===== src/rtl/irq_arbiter.sv =====
// irq_arbiter: four-source priority interrupt arbiter with a pending register,
// a mask, an in-service register and nested preemption. All state updates
// happen on the falling edge of T3. CLR is asynchronous and overrides
// everything else.
//
// INTR/INTA handshake: INTR is the request (valid) and INTA the acknowledge
// (ready). While INTR=1, VEC is stable and names the requested source. A
// transfer completes on a falling T3 edge where INTR=1 and INTA=1. INTR may
// also drop without a transfer (withdrawal) when EI falls or the source stops
// being eligible. INTA seen while INTR=0 is ignored. At least one cycle with
// INTR=0 separates two requests.
`timescale 1ns/1ps

module irq_arbiter (
    input  logic       T3,
    input  logic       CLR,
    input  logic [3:0] IRQ,
    input  logic       MASK_WE,
    input  logic [3:0] MASK_IN,
    input  logic       EI,
    input  logic       INTA,
    input  logic       EOI,
    output logic       INTR,
    output logic [1:0] VEC,
    output logic [3:0] PEND,
    output logic [3:0] ISR,
    output logic       BUSY,
    output logic       STATE
);

    typedef enum logic {
        IDLE = 1'b0,
        REQ  = 1'b1
    } state_t;

    state_t     state;
    logic [3:0] irq_q;
    logic [3:0] mask;
    logic [3:0] rise;
    logic [3:0] elig;
    logic [1:0] elig_idx;
    logic [2:0] lim;
    logic [3:0] ack_set;
    logic [3:0] eoi_clr;

    // Debug view of the FSM state.
    assign STATE = state;

    // Any in-service source marks the arbiter busy.
    assign BUSY = |ISR;

    // Rising edges of the request lines against last edge's sample.
    assign rise = IRQ & ~irq_q;

    // An acknowledge only takes effect while a request is outstanding.
    assign ack_set = (state == REQ && INTA) ? (4'b0001 << VEC) : 4'b0000;

    // EOI retires the highest-priority (lowest-index) in-service source.
    assign eoi_clr = EOI ? (ISR & (~ISR + 4'd1)) : 4'b0000;

    // Priority limit: index of the lowest in-service bit, 4 when nothing is in service.
    always_comb begin
        lim = 3'd4;
        for (int i = 3; i >= 0; i--) begin
            if (ISR[i]) lim = 3'(i);
        end
    end

    // Eligible sources: pending, unmasked and strictly above the in-service level.
    always_comb begin
        elig     = 4'b0000;
        elig_idx = 2'd0;
        for (int i = 3; i >= 0; i--) begin
            elig[i] = PEND[i] & ~mask[i] & (3'(i) < lim);
            if (elig[i]) elig_idx = 2'(i);
        end
    end

    // Request history, mask, pending and in-service registers.
    always_ff @(negedge T3 or posedge CLR) begin
        if (CLR) begin
            irq_q <= 4'b0000;
            mask  <= 4'b0000;
            PEND  <= 4'b0000;
            ISR   <= 4'b0000;
        end else begin
            irq_q <= IRQ;
            if (MASK_WE) mask <= MASK_IN;
            // A new rising edge wins over the acknowledge clear of the same bit.
            PEND  <= (PEND & ~ack_set) | rise;
            // EOI works on the pre-edge ISR; the acknowledge set is applied after it.
            ISR   <= (ISR & ~eoi_clr) | ack_set;
        end
    end

    // Request FSM with registered INTR and VEC.
    always_ff @(negedge T3 or posedge CLR) begin
        if (CLR) begin
            state <= IDLE;
            INTR  <= 1'b0;
            VEC   <= 2'd0;
        end else begin
            case (state)
                IDLE: begin
                    if (EI && (elig != 4'b0000)) begin
                        state <= REQ;
                        INTR  <= 1'b1;
                        VEC   <= elig_idx;
                    end else begin
                        INTR  <= 1'b0;
                    end
                end
                REQ: begin
                    if (INTA) begin
                        state <= IDLE;
                        INTR  <= 1'b0;
                    end else if (!EI || !elig[VEC]) begin
                        // Withdraw; the pending bit is kept for a later request.
                        state <= IDLE;
                        INTR  <= 1'b0;
                    end
                end
                default: begin
                    state <= IDLE;
                    INTR  <= 1'b0;
                end
            endcase
        end
    end

endmodule


===== config.mk =====
export PLATFORM = sky130hd
export DESIGN_NAME = irq_arbiter
export DESIGN_NICKNAME = d
export VERILOG_FILES = /design/src/rtl/irq_arbiter.sv
export SDC_FILE = /design/constraint.sdc
export NUM_CORES = 1
export LEC_CHECK = 0
export CAP_MARGIN = 20
export CORE_MARGIN = 8
export CORE_UTILIZATION = 25
export CTS_CLUSTER_DIAMETER = 30
export CTS_CLUSTER_SIZE = 40
export DETAILED_ROUTE_END_ITERATION = 16
export PLACE_DENSITY = 0.47
export SLEW_MARGIN = 20
export SYNTH_ARGS = -nofsm -noshare
export SYNTH_HDL_FRONTEND = slang
export SYNTH_SLANG_ARGS = --single-unit

===== constraint.sdc =====
create_clock -name T3 -period 1.42 [get_ports T3]
set_clock_uncertainty 0.1 [all_clocks]
set_input_delay 0.142 -clock T3 [delete_from_list [all_inputs] [get_ports T3]]
set_output_delay 0.142 -clock T3 [all_outputs]
set_load 0.02 [all_outputs]

Word level (Yosys, flattened, before mapping)

Index checks and enable logic that the tools add are counted.

Register bits: 20
Output and inout bits: 13
Bits of input ports: 14
Logic and storage cells: 65

Reductions and logical operators: 8
Bitwise logic cells: 23
Eq/ne operators: 1
Shift operators: 1
Magnitude comparators: 5
$add $sub $neg: 1
Multiplexer cells: 19

Operators by type and width:

| operator              | count |
|---|---|
| $and A4 B4 Y4         | 4 |
| $not A4 Y4            | 4 |
| $mux W3               | 4 |
| $and A1 B1 Y1         | 8 |
| $mux W2               | 4 |
| $mux W4               | 2 |
| $or A4 B4 Y4          | 2 |
| $lt A1 B3 Y1 const A  | 2 |
| $lt A2 B3 Y1 const A  | 2 |
| $mux W1               | 6 |
| $not A1 Y1            | 5 |
| $add A4 B1 Y4 const B | 1 |
| $pmux W1 S2           | 2 |
| $reduce_bool A4 Y1    | 1 |
| $reduce_or A4 Y1      | 1 |
| $shl A1 B2 Y4 const A | 1 |
| $lt A2 B3 Y1 const B  | 1 |
| $ne A3 B2 Y1 const B  | 1 |
| $bmux W1 S2           | 1 |
| $logic_and A1 B1 Y1   | 2 |
| $logic_not A1 Y1      | 2 |
| $reduce_and A2 Y1     | 1 |
| $logic_or A1 B1 Y1    | 1 |

Longest topological paths before layout

Depth in word-level cells: 13
Mapped depth: 5
Gate-level depth less buffers: 4

==> summary.txt <==
Power
  • Proportion of power drawn by flip-flops and latches: 28.0%
  • Standby leakage power: 0.752 nW
  • IR Drop Worst-Case VDD: 0.000565 V
  • Combinational cell fraction of total power: 63.5%
  • Overall power: 3.08 mW
  • Power per standard cell area: 2000 nW/um^2
  • Switching share of power: 37.8%
  • Switching component of the power: 1.16 mW
  • Portion of total power attributed to the clock network: 8.5%
  • Power Internal: 1.91 mW

Global route
  • Total gr overflow: 0
  • Antenna violations before repair: 0
  • Global-route wire length before repair: 4.22 mm
  • Pin count of the biggest net entering global routing: 21
  • Overall Global Routing Usage: 8.60%
  • Vias in the first global route: 913

Cells and area
  • Synth-to-layout area growth: 70.7%
  • Final cell count without fillers: 187
  • Flip-flop and latch area: 500 sq um
  • Area used by multi-input combinational logic: 409 sq um
  • Fillers: 360
  • Number of diodes added for antenna fixing: 0
  • Cell area after layout: 1540 sq um
  • Final #Nets: 155
  • Fraction of layout cells with a size suffix above 1: 43.2%

Clocking
  • TritonCTS Sinks: 20
  • CTS root buf: sky130_fd_sc_hd__clkbuf_4
  • Source-to-sink clock delay at the later pin of the worst-skew pair: 0.29 ns
  • Max Buffers Root-to-Sink: 2
  • # hold bufs at CTS: 0
  • H-tree Lvls: 1
  • Clock buffers created by TritonCTS: 3
  • TritonCTS clock tree: built
  • Clock-pin slew on the worst setup and hold paths: 0.07 ns

Synth
  • Synth unique cells: 26
  • Number of nets in the synthesized netlist: 98
  • Cell type with the highest aggregate area in the netlist: sky130_fd_sc_hd__dfrtn_1
  • FF+latch count, synth: 20
  • Adder and majority cell fraction of the synthesized area: 0%
  • Main area contributors after synthesis: sky130_fd_sc_hd__dfrtn_1 (56%), sky130_fd_sc_hd__o21ai_0 (6.1%), sky130_fd_sc_hd__inv_1 (3.8%), sky130_fd_sc_hd__nand2_1 (3.8%), sky130_fd_sc_hd__mux2_2 (3.7%)
  • Post-synthesis share of cell area spent on and, or, nand and nor gates: 20.1%
  • Area share of xor/xnor cells in the synthesized design: 0%
  • Share of cell area taken by muxes after synthesis: 3.75%
  • Combinational family with the most area after synthesis: simple AND/OR/NAND/NOR gates
  • Sequential element share of the synthesized area: 55.6%
  • Post-synthesis cell count: 84
  • Proportion of netlist area held by the largest area contributor: 55.6%
  • Yosys warning total: 0
  • Mean instance size in the synthesized netlist: 10.7 sq um
  • Fraction of the mapped netlist area in compound gates: 15.7%
  • Cell area after technology mapping: 901 sq um

Placement
  • Half-perimeter wire length after placement: 1.93 mm
  • DP Area: 1390 sq um
  • Routability congestion estimate from global placement: 0.715
  • Number of I/O port buffers: 26
  • DP Cell Count: 177

Worst setup path
  • CP max FO: 2
  • Crit path capture type: primary output
  • Setup Crit Path Kind: flip-flop to primary output
  • Worst Reg2Reg Path Length in Cells: 7
  • Data arrival at the endpoint of the critical path: 1.90 ns
  • Startpoint type of the worst setup path: flip-flop
  • Critical path required time: 1.18 ns

Drt
  • Routed Antenna Nets: 0
  • Number of optimization iterations in the first detailed-route pass: 4
  • Total length of routed wires: 2.46 mm
  • Detail-routed via count per cell: 4.35
  • Final routed DRC violation total: 0
  • Average wire per standard cell: 13.1 um
  • Detailed router's first-iteration violation count: 9
  • Vias after detailed routing: 813

Hold path
  • Path type of the worst min-delay path: flip-flop to flip-flop
  • Cell count of the worst hold path: 1

Outcome
  • Failing checks: setup timing
  • Status: finished, violations left

Die
  • Starting density of the core: 25.4%
  • Std cell rows: 22
  • Die span in y: 76.0 um
  • Core area: 3550 sq um
  • X dimension of the die: 76.0 um
  • IO Pins: 27
  • Overall die area: 5780 sq um

STA
  • Hold slack final: 0.251 ns
  • Crit path setup slack, layout: -0.725 ns
  • Number of hold-slack violations in the final timing report: 0
  • Final Slew Violations: 0
  • Relative max-transition margin: 82.3%
  • Final-report setup violation count: 17
  • Setup_tns: -6.50 ns
  • Setup repair after global routing missed its margin: yes
  • Tightest Pin Transition: 0.264 ns

Job
  • Max capacitance violation total: 0
[worst paths after layout]
| kind | from | endpoint | slack [ns] |
|---|---|---|---|
| max | ISR[2] | BUSY | -0.73 |
| min | irq_q[0] | PEND[0] | 0.25 |
| max reg2reg | ISR[1] | STATE | -0.22 |
| min reg2reg | irq_q[0] | PEND[0] | 0.25 |
| max in group asynchronous | CLR | VEC[0] | 0.41 |
| min in group asynchronous | CLR | PEND[3] | 0.65 |
[power by group through the flow]
stage	sequential [mW]	clock, mW	combinational, mW
6_report	0.863	0.262	1.95
5_1_grt	0.882	0.294	2.12
4_1_cts	0.864	0.277	1.85
3_5_place_dp	0.845	0	1.69
3_3_place_gp	0.841	0	1.68
2_1_floorplan	1.06	0	0.621
[what timing repair did]
action | 4_1_cts | 5_1_grt
buffers inserted | 3 | 7
pin swaps | 4 | 11
setup endpoints to repair | 29 | 20
gates resized for setup | 101 | 13
[placed cells by master, fill, tap and decap left out, drive strengths merged]
master | Yosys | layout
nand4 | 1 | 1
a21o | 1 | 1
nor4 | 2 | 2
nor4b | 1 | 1
dfrtn | 20 | 20
nand2 | 9 | 9
mux2 | 3 | 3
or2 | 1 | 1
nor2 | 2 | 2
a221oi | 1 | 1
nand4b | 1 | 1
nor3 | 1 | 1
o21ai | 11 | 11
a2bb2oi | 1 | 1
dlygate4sd2 | 0 | 5
clkdlybuf4s15 | 0 | 1
a31oi | 2 | 2
inv | 9 | 9
o22a | 2 | 2
buf | 2 | 42
nand2b | 2 | 2
nor3b | 1 | 1
a21oi | 3 | 3
nor2b | 2 | 2
nand3 | 2 | 2
nand3b | 3 | 3
o22ai | 1 | 1
clkdlybuf4s50 | 0 | 6
clkbuf | 0 | 3
[stage by stage]
| step | worst slack, ns | util, % |
|---|---|---|
| final | -0.725 | 43.3 |
| after global routing | -0.780 | 43.3 |
| after CTS | -0.740 | 41.8 |
| after detailed placement | -0.793 | 39.1 |
| after global placement | -0.772 | 39.1 |
| after floorplan | -0.542 | - |
[state kept, by name, indices dropped and copies added (netlist names)]
name / flops
STATE: 1
PEND: 4
INTR: 1
VEC: 2
irq_q: 4
ISR: 4
mask: 4
[worst max-delay path: stages (launching register included)]
cell and delay [ns]:
sky130_fd_sc_hd__dfrtn_1 0.37, sky130_fd_sc_hd__nor4_2 0.31, sky130_fd_sc_hd__inv_1 0.09, sky130_fd_sc_hd__buf_6 0.14
[layout make-up]
| class | count | area share [%] |
|---|---|---|
| timing repair buffer | 54 | 33.3 |
| sequential | 20 | 32.5 |
| multi-input combinational | 53 | 26.6 |
| tap | 48 | 3.91 |
| inverter | 9 | 2.20 |
| clock buffer | 3 | 1.46 |
[kinds of logic (layout without fill, tap and decap cells)]
family | count (synthesis) | in the layout
flops | 20 | 20
simple gates | 28 | 28
buf+inv | 11 | 66
compound gates | 22 | 22
mux | 3 | 3
[synthesized netlist by cell type]
library cell                number
sky130_fd_sc_hd__dfrtn_1        20
sky130_fd_sc_hd__nand2b_1        2
sky130_fd_sc_hd__nor2_1          2
sky130_fd_sc_hd__o21ai_0        11
sky130_fd_sc_hd__nor3b_1         1
sky130_fd_sc_hd__nand2_1         9
sky130_fd_sc_hd__inv_1           9
sky130_fd_sc_hd__nand4b_1        1
sky130_fd_sc_hd__o22a_1          2
sky130_fd_sc_hd__nor3_1          1
sky130_fd_sc_hd__or2_1           1
sky130_fd_sc_hd__buf_2           2
sky130_fd_sc_hd__mux2_2          3
sky130_fd_sc_hd__nand3b_1        3
sky130_fd_sc_hd__a21oi_1         2
sky130_fd_sc_hd__nor4_2          2
sky130_fd_sc_hd__a31oi_1         2
sky130_fd_sc_hd__a21oi_2         1
sky130_fd_sc_hd__nor4b_4         1
sky130_fd_sc_hd__a221oi_2        1
sky130_fd_sc_hd__a2bb2oi_1       1
sky130_fd_sc_hd__nand3_1         2
sky130_fd_sc_hd__nor2b_1         2
sky130_fd_sc_hd__a21o_1          1
sky130_fd_sc_hd__o22ai_1         1
sky130_fd_sc_hd__nand4_1         1
[layer usage]
layer,up-vias,GRT usage (%),wire length (um)
met5,-,0,0
met4,0,2.35,8
met3,2,2.59,130
met2,14,15.3,1280
met1,393,9.61,1040
li1,404,-,-
Note: power is estimated with default switching activity, not from simulation.
